[src/rtl/mem_requester.sv]
// mem_requester
// Processor-side initiator for the KV10 memory bus. Accepts one single-word
// read or write from the execution unit, holds the bus strobe, address, data
// and user-space select steady until the responder acknowledges, returns the
// read data, then waits for the acknowledge to fall before taking the next
// request. If no acknowledge arrives within TIMEOUT strobe cycles, the access
// completes with a nonexistent-memory (NXM) fault.
//
// Parameters
//   ADDR     word address width (18 for KV10)
//   WORD     data word width (36 for KV10)
//   TIMEOUT  strobe cycles without mem_ack before NXM, 1..65535
//
// Ports
//   clk, reset_n           rising-edge clock, async active-low reset
//   req_valid/req_ready    request handshake (ready only in IDLE)
//   req_write              1 = write, 0 = read
//   req_addr/data/user     request fields
//   rsp_valid              one-cycle completion pulse
//   rsp_nxm                qualifies rsp_valid: access timed out
//   rsp_data               last read data, held until the next read completes
//   mem_addr/write_data/user  registered request fields driven to the bus
//   mem_read/mem_write     mutually exclusive bus strobes
//   mem_ack                responder completion
//   mem_read_data          responder read data, valid while mem_ack is high
module mem_requester #(
    parameter int ADDR    = 18,
    parameter int WORD    = 36,
    parameter int TIMEOUT = 255
) (
    input  logic            clk,
    input  logic            reset_n,
    input  logic            req_valid,
    output logic            req_ready,
    input  logic            req_write,
    input  logic [ADDR-1:0] req_addr,
    input  logic [WORD-1:0] req_data,
    input  logic            req_user,
    output logic            rsp_valid,
    output logic [WORD-1:0] rsp_data,
    output logic            rsp_nxm,
    output logic [ADDR-1:0] mem_addr,
    output logic [WORD-1:0] mem_write_data,
    output logic            mem_user,
    output logic            mem_read,
    output logic            mem_write,
    input  logic            mem_ack,
    input  logic [WORD-1:0] mem_read_data
);

    typedef enum logic [1:0] {
        ST_IDLE    = 2'd0,
        ST_BUSY    = 2'd1,
        ST_RELEASE = 2'd2
    } state_e;

    // Counter value seen on the last strobe cycle before NXM is declared.
    localparam logic [15:0] TIMEOUT_LAST = 16'(TIMEOUT - 1);

    state_e          state_q, state_d;
    logic [15:0]     cnt_q, cnt_d;
    logic [ADDR-1:0] addr_q, addr_d;
    logic [WORD-1:0] wdata_q, wdata_d;
    logic            user_q, user_d;
    logic            rd_q, rd_d;
    logic            wr_q, wr_d;
    logic            rsp_valid_q, rsp_valid_d;
    logic            rsp_nxm_q, rsp_nxm_d;
    logic [WORD-1:0] rsp_data_q, rsp_data_d;

    // Next-state logic for the access sequencer and all registered outputs.
    always_comb begin
        state_d     = state_q;
        cnt_d       = cnt_q;
        addr_d      = addr_q;
        wdata_d     = wdata_q;
        user_d      = user_q;
        rd_d        = rd_q;
        wr_d        = wr_q;
        rsp_valid_d = 1'b0;
        rsp_nxm_d   = 1'b0;
        rsp_data_d  = rsp_data_q;

        case (state_q)
            ST_IDLE: begin
                // mem_ack is ignored here; only a new request matters.
                if (req_valid) begin
                    addr_d  = req_addr;
                    wdata_d = req_data;
                    user_d  = req_user;
                    rd_d    = !req_write;
                    wr_d    = req_write;
                    cnt_d   = 16'd0;
                    state_d = ST_BUSY;
                end else begin
                    state_d = ST_IDLE;
                end
            end

            ST_BUSY: begin
                // Ack is tested first so it wins over a simultaneous timeout.
                if (mem_ack) begin
                    rd_d        = 1'b0;
                    wr_d        = 1'b0;
                    rsp_valid_d = 1'b1;
                    state_d     = ST_RELEASE;
                    if (rd_q) begin
                        rsp_data_d = mem_read_data;
                    end else begin
                        rsp_data_d = rsp_data_q;
                    end
                end else if (cnt_q == TIMEOUT_LAST) begin
                    rd_d        = 1'b0;
                    wr_d        = 1'b0;
                    rsp_valid_d = 1'b1;
                    rsp_nxm_d   = 1'b1;
                    state_d     = ST_RELEASE;
                end else begin
                    cnt_d = cnt_q + 16'd1;
                end
            end

            ST_RELEASE: begin
                // Wait out a sticky ack so it cannot complete the next access.
                if (mem_ack) begin
                    state_d = ST_RELEASE;
                end else begin
                    state_d = ST_IDLE;
                end
            end

            default: begin
                state_d = ST_IDLE;
                rd_d    = 1'b0;
                wr_d    = 1'b0;
            end
        endcase
    end

    // State and output registers; reset abandons any access in flight.
    always_ff @(posedge clk or negedge reset_n) begin
        if (!reset_n) begin
            state_q     <= ST_IDLE;
            cnt_q       <= 16'd0;
            addr_q      <= '0;
            wdata_q     <= '0;
            user_q      <= 1'b0;
            rd_q        <= 1'b0;
            wr_q        <= 1'b0;
            rsp_valid_q <= 1'b0;
            rsp_nxm_q   <= 1'b0;
            rsp_data_q  <= '0;
        end else begin
            state_q     <= state_d;
            cnt_q       <= cnt_d;
            addr_q      <= addr_d;
            wdata_q     <= wdata_d;
            user_q      <= user_d;
            rd_q        <= rd_d;
            wr_q        <= wr_d;
            rsp_valid_q <= rsp_valid_d;
            rsp_nxm_q   <= rsp_nxm_d;
            rsp_data_q  <= rsp_data_d;
        end
    end

    assign req_ready      = (state_q == ST_IDLE);
    assign mem_addr       = addr_q;
    assign mem_write_data = wdata_q;
    assign mem_user       = user_q;
    assign mem_read       = rd_q;
    assign mem_write      = wr_q;
    assign rsp_valid      = rsp_valid_q;
    assign rsp_nxm        = rsp_nxm_q;
    assign rsp_data       = rsp_data_q;

endmodule
[config.mk]
export PLATFORM = sky130hd
export DESIGN_NAME = mem_requester
export DESIGN_NICKNAME = d
export VERILOG_FILES = /design/src/rtl/mem_requester.sv
export SDC_FILE = /design/constraint.sdc
export NUM_CORES = 1
export LEC_CHECK = 0
export CELL_PAD_IN_SITES_DETAIL_PLACEMENT = 0
export CELL_PAD_IN_SITES_GLOBAL_PLACEMENT = 1
export CORE_MARGIN = 5
export CORE_UTILIZATION = 29
export CTS_CLUSTER_DIAMETER = 40
export CTS_CLUSTER_SIZE = 14
export DETAILED_ROUTE_END_ITERATION = 16
export GPL_ROUTABILITY_DRIVEN = 0
export GPL_TIMING_DRIVEN = 0
export PLACE_DENSITY = 0.75
export SLEW_MARGIN = 20
export SYNTH_ARGS = -nofsm -noshare
export SYNTH_HDL_FRONTEND = slang
export SYNTH_SLANG_ARGS = --single-unit
[constraint.sdc]
create_clock -name clk -period 1.7 [get_ports clk]
set_input_delay 0.34 -clock clk [delete_from_list [all_inputs] [get_ports clk]]
set_output_delay 0.34 -clock clk [all_outputs]
set_load 0.03 [all_outputs]
; Word level (Yosys, flattened, before mapping)
; Index checks and enable logic that the tools add are counted.
[totals]
ff_bits = 113
inputBits = 96
[op_classes]
n_addsub = 1
eq_ne = 7
n_mux = 20
n_bitwise = 1
reduce_logical = 7
[op_table]
columns = op, n
row1 = 16-bit 2-to-1 mux, 3
row2 = 16-bit case mux with 2 select lines, 1
row3 = 16-bit by 1-bit adder with 16-bit output (second input constant), 1
row4 = 16-bit by 8-bit == test with 1-bit output (second input constant), 1
row5 = 1-bit 2-to-1 mux, 10
row6 = 2-bit 2-to-1 mux, 3
row7 = 2-bit != test (second input constant), 3
row8 = 1-bit case mux with 3 select lines, 2
row9 = 2-bit case mux with 3 select lines, 1
row10 = 3-bit AND reduction, 2
row11 = 4-bit AND reduction, 1
row12 = 3-bit != test (second input constant), 1
row13 = 2-bit by 1-bit == test with 1-bit output (second input constant), 1
row14 = 2-bit == test (second input constant), 1
row15 = 2-bit zero test, 1
row16 = 2-bit AND reduction, 1
row17 = 2-bit nonzero test, 1
row18 = 1-bit zero test, 1
row19 = 1-bit NOT, 1

; Depth between registers and ports, before layout
[logic_depth]
ltp_word = 4
depth_mapped = 8
ltp_nobuf = 7

; Worst setup path after synthesis
; OpenSTA, ideal clock, no wires.
[synth_path]
kind = register to register
start = register cnt_q[0]
end = register cnt_q[9]
setup_time_ns = 0.087
t_arrival_ns = 1.640
t_required_ns = 1.613
slack_ns = -0.027
stages_incl_launch_ff = 9
path_buffers = 1
period_less_slack_ns = 1.727
path_cell_list = dfrtp_1 > inv_1 > ha_1 > nor4b_4 > nand4_4 > a21oi_4 > inv_2 > buf_2 > o211ai_1
[synth_between]
elab_chain_cells = 4
word_cells_on_any_way = 7
cone_classes = 1 x add/sub / 2 x eq/ne / 3 x mux / 1 x reduce/logical
[synth_rtl]
columns = item, line_no
row1 = from (decl), 61  ; logic [15:0] cnt_q, cnt_d;
row2 = from (signal assigned), 155  ; cnt_q <= cnt_d;
row3 = 16-bit by 1-bit adder with 16-bit output, 119  ; cnt_d = cnt_q + 16'd1;
row4 = 16-bit 2-to-1 mux, 112  ; end else if (cnt_q == TIMEOUT_LAST) begin
row5 = 16-bit 2-to-1 mux, 102  ; if (mem_ack) begin
row6 = 16-bit case mux with 2 select lines, 84  ; case (state_q)
; Parallel ways exist; a longest one is shown, timed or not. The select of a mux whose other input is x is not followed.
; A chain may end at the register's enable or synchronous reset.

; Final worst setup path
; Ends and elaborated chain as after synthesis.

==> results.toml <==
[power_and_ir_drop]
finalPower_mw = 14.4
ir_drop_mv = 0.824
p_leak_nw = 3.74
power_density_nw_per_um2 = 1870

[cts]
clkSlewWorstSetupHoldPaths_ns = 0.06
clockRootBuffer = "clkbuf_16"
cts_tree = "built"
numCtsBuffers = 17
numClockSinks = 113
htree_levels = 4
clk_latency_ns = 0.42
clockBufferDepth = 2

[placement]
post-place-ws_ns = -0.498
place_area_um2 = 6900
port_buffers = 191
place_inst = 853
dp_hpwl_mm = 9.80

[global_route]
grt-ovfl-total = 0
grt_pass1_wl_mm = 21.6
antenna_found_initial = 0
grt_max_degree = 59
grt_pass1_vias = 4264
track_usage_pct = 14.7

[yosys]
synth_top_family_by_area = "simple AND/OR/NAND/NOR gates"
syn-num-nets = 543
synth_cell_type_count = 46
synth_ff_type = "dfrtp_1"
synth-simple-area-share_pct = 21.9
synth-adder-area-share_pct = 0.535
avgSynthCellArea_um2 = 10.5
synth_mux_area_share_pct = 8.88
yosys_warnings = 0
ys_ff_latch = 113
synth-edff-count = 0
synthArstFlopShare_pct = 100
synth-xor-area-share_pct = 0.187
synth-compound-area-share_pct = 5.56
syn_area_um2 = 4680
seq_area_frac_synth_pct = 60.5
synthCells = 445

[floorplan]
start_util_pct = 29.5
core-area_um2 = 15800
io_pins = 192
die_h_um = 137
die_area_um2 = 18800
rows = 46
die_w_um = 137

[worst_hold_path]
hold_class = "in -> reg"

[flow_run]
timing.max_cap.violations = 0

[worst_setup_path]
end_kind = "flop"
cp.arrival_ns = 2.15
cp-start-kind = "flop"
crit_fanout = 5
crit_type = "reg -> reg"
cp_data_required_time_ns = 2.02

[timing]
slew_viol_final = 0
hold_viol = 0
whs_ns = 0.446
worst_slew_pin_slew_ns = 0.550
worst_slack_ns = -0.126
rsz0062_at_grt = "yes"
fmax_ghz = 0.548
min_period_ns = 1.83
setup_viol = 19
period_share_pct = 107
max_slew_margin_pct = 63.3
fin_skew_ns = 0.0152
fin_tns_setup_ns = -1.43

[outcome]
run_status = "finished, violations left"
violations = "negative setup slack"

[layout]
drive_gt1_share_pct = 15.0
fin_cells = 903
fill_cells = 1491
multiInputGateArea_um2 = 1840
post-route-util_pct = 48.5
seq_area_um2 = 2830
syn2layout_area_growth_pct = 64.0
design_area_um2 = 7670
antennaDiodeCount = 0
nets = 772

[detailed_routing]
postRouteWirelength_mm = 13.5
via_count = 4078
dr.pass1.iters = 5
drt-vias-per-instance = 4.52
drc = 0
drt_iter0_markers = 155
ant_nets = 0
post_drt_wl_per_cell_um = 14.9
placed cells by master (no fill, tap or decap), types with 3 or more instances in the layout:
| master | netlist | final |
|---|---|---|
| inv_1 | 5 | 4 |
| clkinvlp_4 | 0 | 3 |
| mux2_1 | 36 | 36 |
| clkinv_4 | 0 | 3 |
| bufinv_16 | 0 | 3 |
| clkbuf_1 | 8 | 4 |
| nand3_1 | 8 | 7 |
| clkdlybuf4s50_1 | 0 | 94 |
| o21ai_0 | 3 | 3 |
| buf_6 | 0 | 8 |
| dfrtp_2 | 0 | 5 |
| nor3_1 | 5 | 3 |
| a31oi_1 | 11 | 9 |
| clkbuf_16 | 0 | 17 |
| buf_2 | 10 | 10 |
| dfrtp_1 | 113 | 108 |
| clkinv_2 | 0 | 3 |
| buf_4 | 0 | 18 |
| nand4_1 | 5 | 5 |
| a221o_1 | 4 | 4 |
| o211ai_1 | 3 | 3 |
| and4_1 | 4 | 3 |
| dlygate4sd2_1 | 0 | 94 |
| nand2_1 | 176 | 176 |
| nor2_1 | 11 | 7 |
| a21oi_2 | 0 | 3 |
worst max-delay path, stage by stage (launching register included):
cell      delay [ns]
dfrtp_2         0.44
inv_2           0.09
ha_4            0.13
nor4b_4         0.25
nand4_4         0.17
a21oi_4         0.25
inv_2           0.09
buf_6           0.14
o211ai_1        0.16
synthesized netlist by cell type (2+ instances only):
cell type    n  area, um2
nand2_1    176        661
dfrtp_1    113       2830
mux2_1      36        405
a31oi_1     11       68.8
nor2_1      11       41.3
buf_2       10       50.1
clkbuf_1     8       30.0
nand3_1      8       40.0
inv_1        5       18.8
nand4_1      5       31.3
nor3_1       5       25.0
a21oi_1      4       20.0
a221o_1      4       40.0
and4_1       4       35.0
buf_1        3       11.3
o211ai_1     3       22.5
o21ai_0      3       15.0
ha_1         2       25.0
nand2b_1     2       12.5
nand3b_1     2       15.0
o211a_1      2       20.0
o21a_1       2       15.0
o21ai_1      2       10.0
o311ai_1     2       17.5
final cells by class:
class / instances / share of cell area, %
timing repair buffer: 210 / 25.7
tap: 216 / 3.52
sequential: 113 / 36.9
clock inverter: 13 / 2.12
inverter: 6 / 0.294
multi-input combinational: 305 / 24.0
clock buffer: 19 / 5.64
buffer: 21 / 1.75
power breakdown:
group	leakage, nW	switching, mW	internal, mW
combinational	2.05	4.15	2.23
clock	0.283	1.26	2.30
sequential	1.41	0.588	3.83
cell families (layout without fill, tap and decap cells):
family / Yosys count / in the layout
AOI/OAI and AO/OA: 36 / 36
DFF: 113 / 113
adders and majority gates: 2 / 2
and+or+nand+nor: 229 / 229
xor gates and xnor gates: 1 / 1
buffers and inverters: 27 / 269
muxes: 37 / 37
path summary, 6_finish.rpt:
kind	startpoint	end	slack, ns	cells after the start
max in group asynchronous	reset_n	cnt_q[2]$_DFFE_PN0P_	0.55	3
max	cnt_q[0]$_DFFE_PN0P_	cnt_q[9]$_DFFE_PN0P_	-0.13	8
max reg2reg	cnt_q[0]$_DFFE_PN0P_	cnt_q[9]$_DFFE_PN0P_	-0.13	8
min	req_data[26]	mem_write_data[26]$_DFFE_PN0N_	0.45	3
min in group asynchronous	reset_n	rsp_data[19]$_DFFE_PN0P_	0.48	2
min reg2reg	mem_write_data[4]$_DFFE_PN0N_	mem_write_data[4]$_DFFE_PN0N_	0.47	2
flip-flops by register name, indices dropped and copies added (netlist names):
name	flops
cnt_q	16
mem_addr	18
mem_read	1
mem_user	1
mem_write	1
mem_write_data	36
rsp_data	36
rsp_nxm	1
rsp_valid	1
state_q	2
what timing repair did:
item                                    4_1_cts  5_1_grt
endpoints found under the setup margin      198       70
pin swaps                                    12       11
hold endpoints to repair                     57        0
hold buffers                                  1        0
setup buffers                                14        3
cloned                                        1        0
resized for setup                           134       21
metal layers:
metal	routed length (um)	up-vias	part of all wire, %	global-route usage (%)
met3	1320	17	9.8	6.76
met4	221	0	1.6	5.43
met5	0	-	0	0
met1	5380	1939	40	17.2
li1	-	1957	-	-
met2	6560	165	49	23.9
Power figures use the tool's default switching activity.
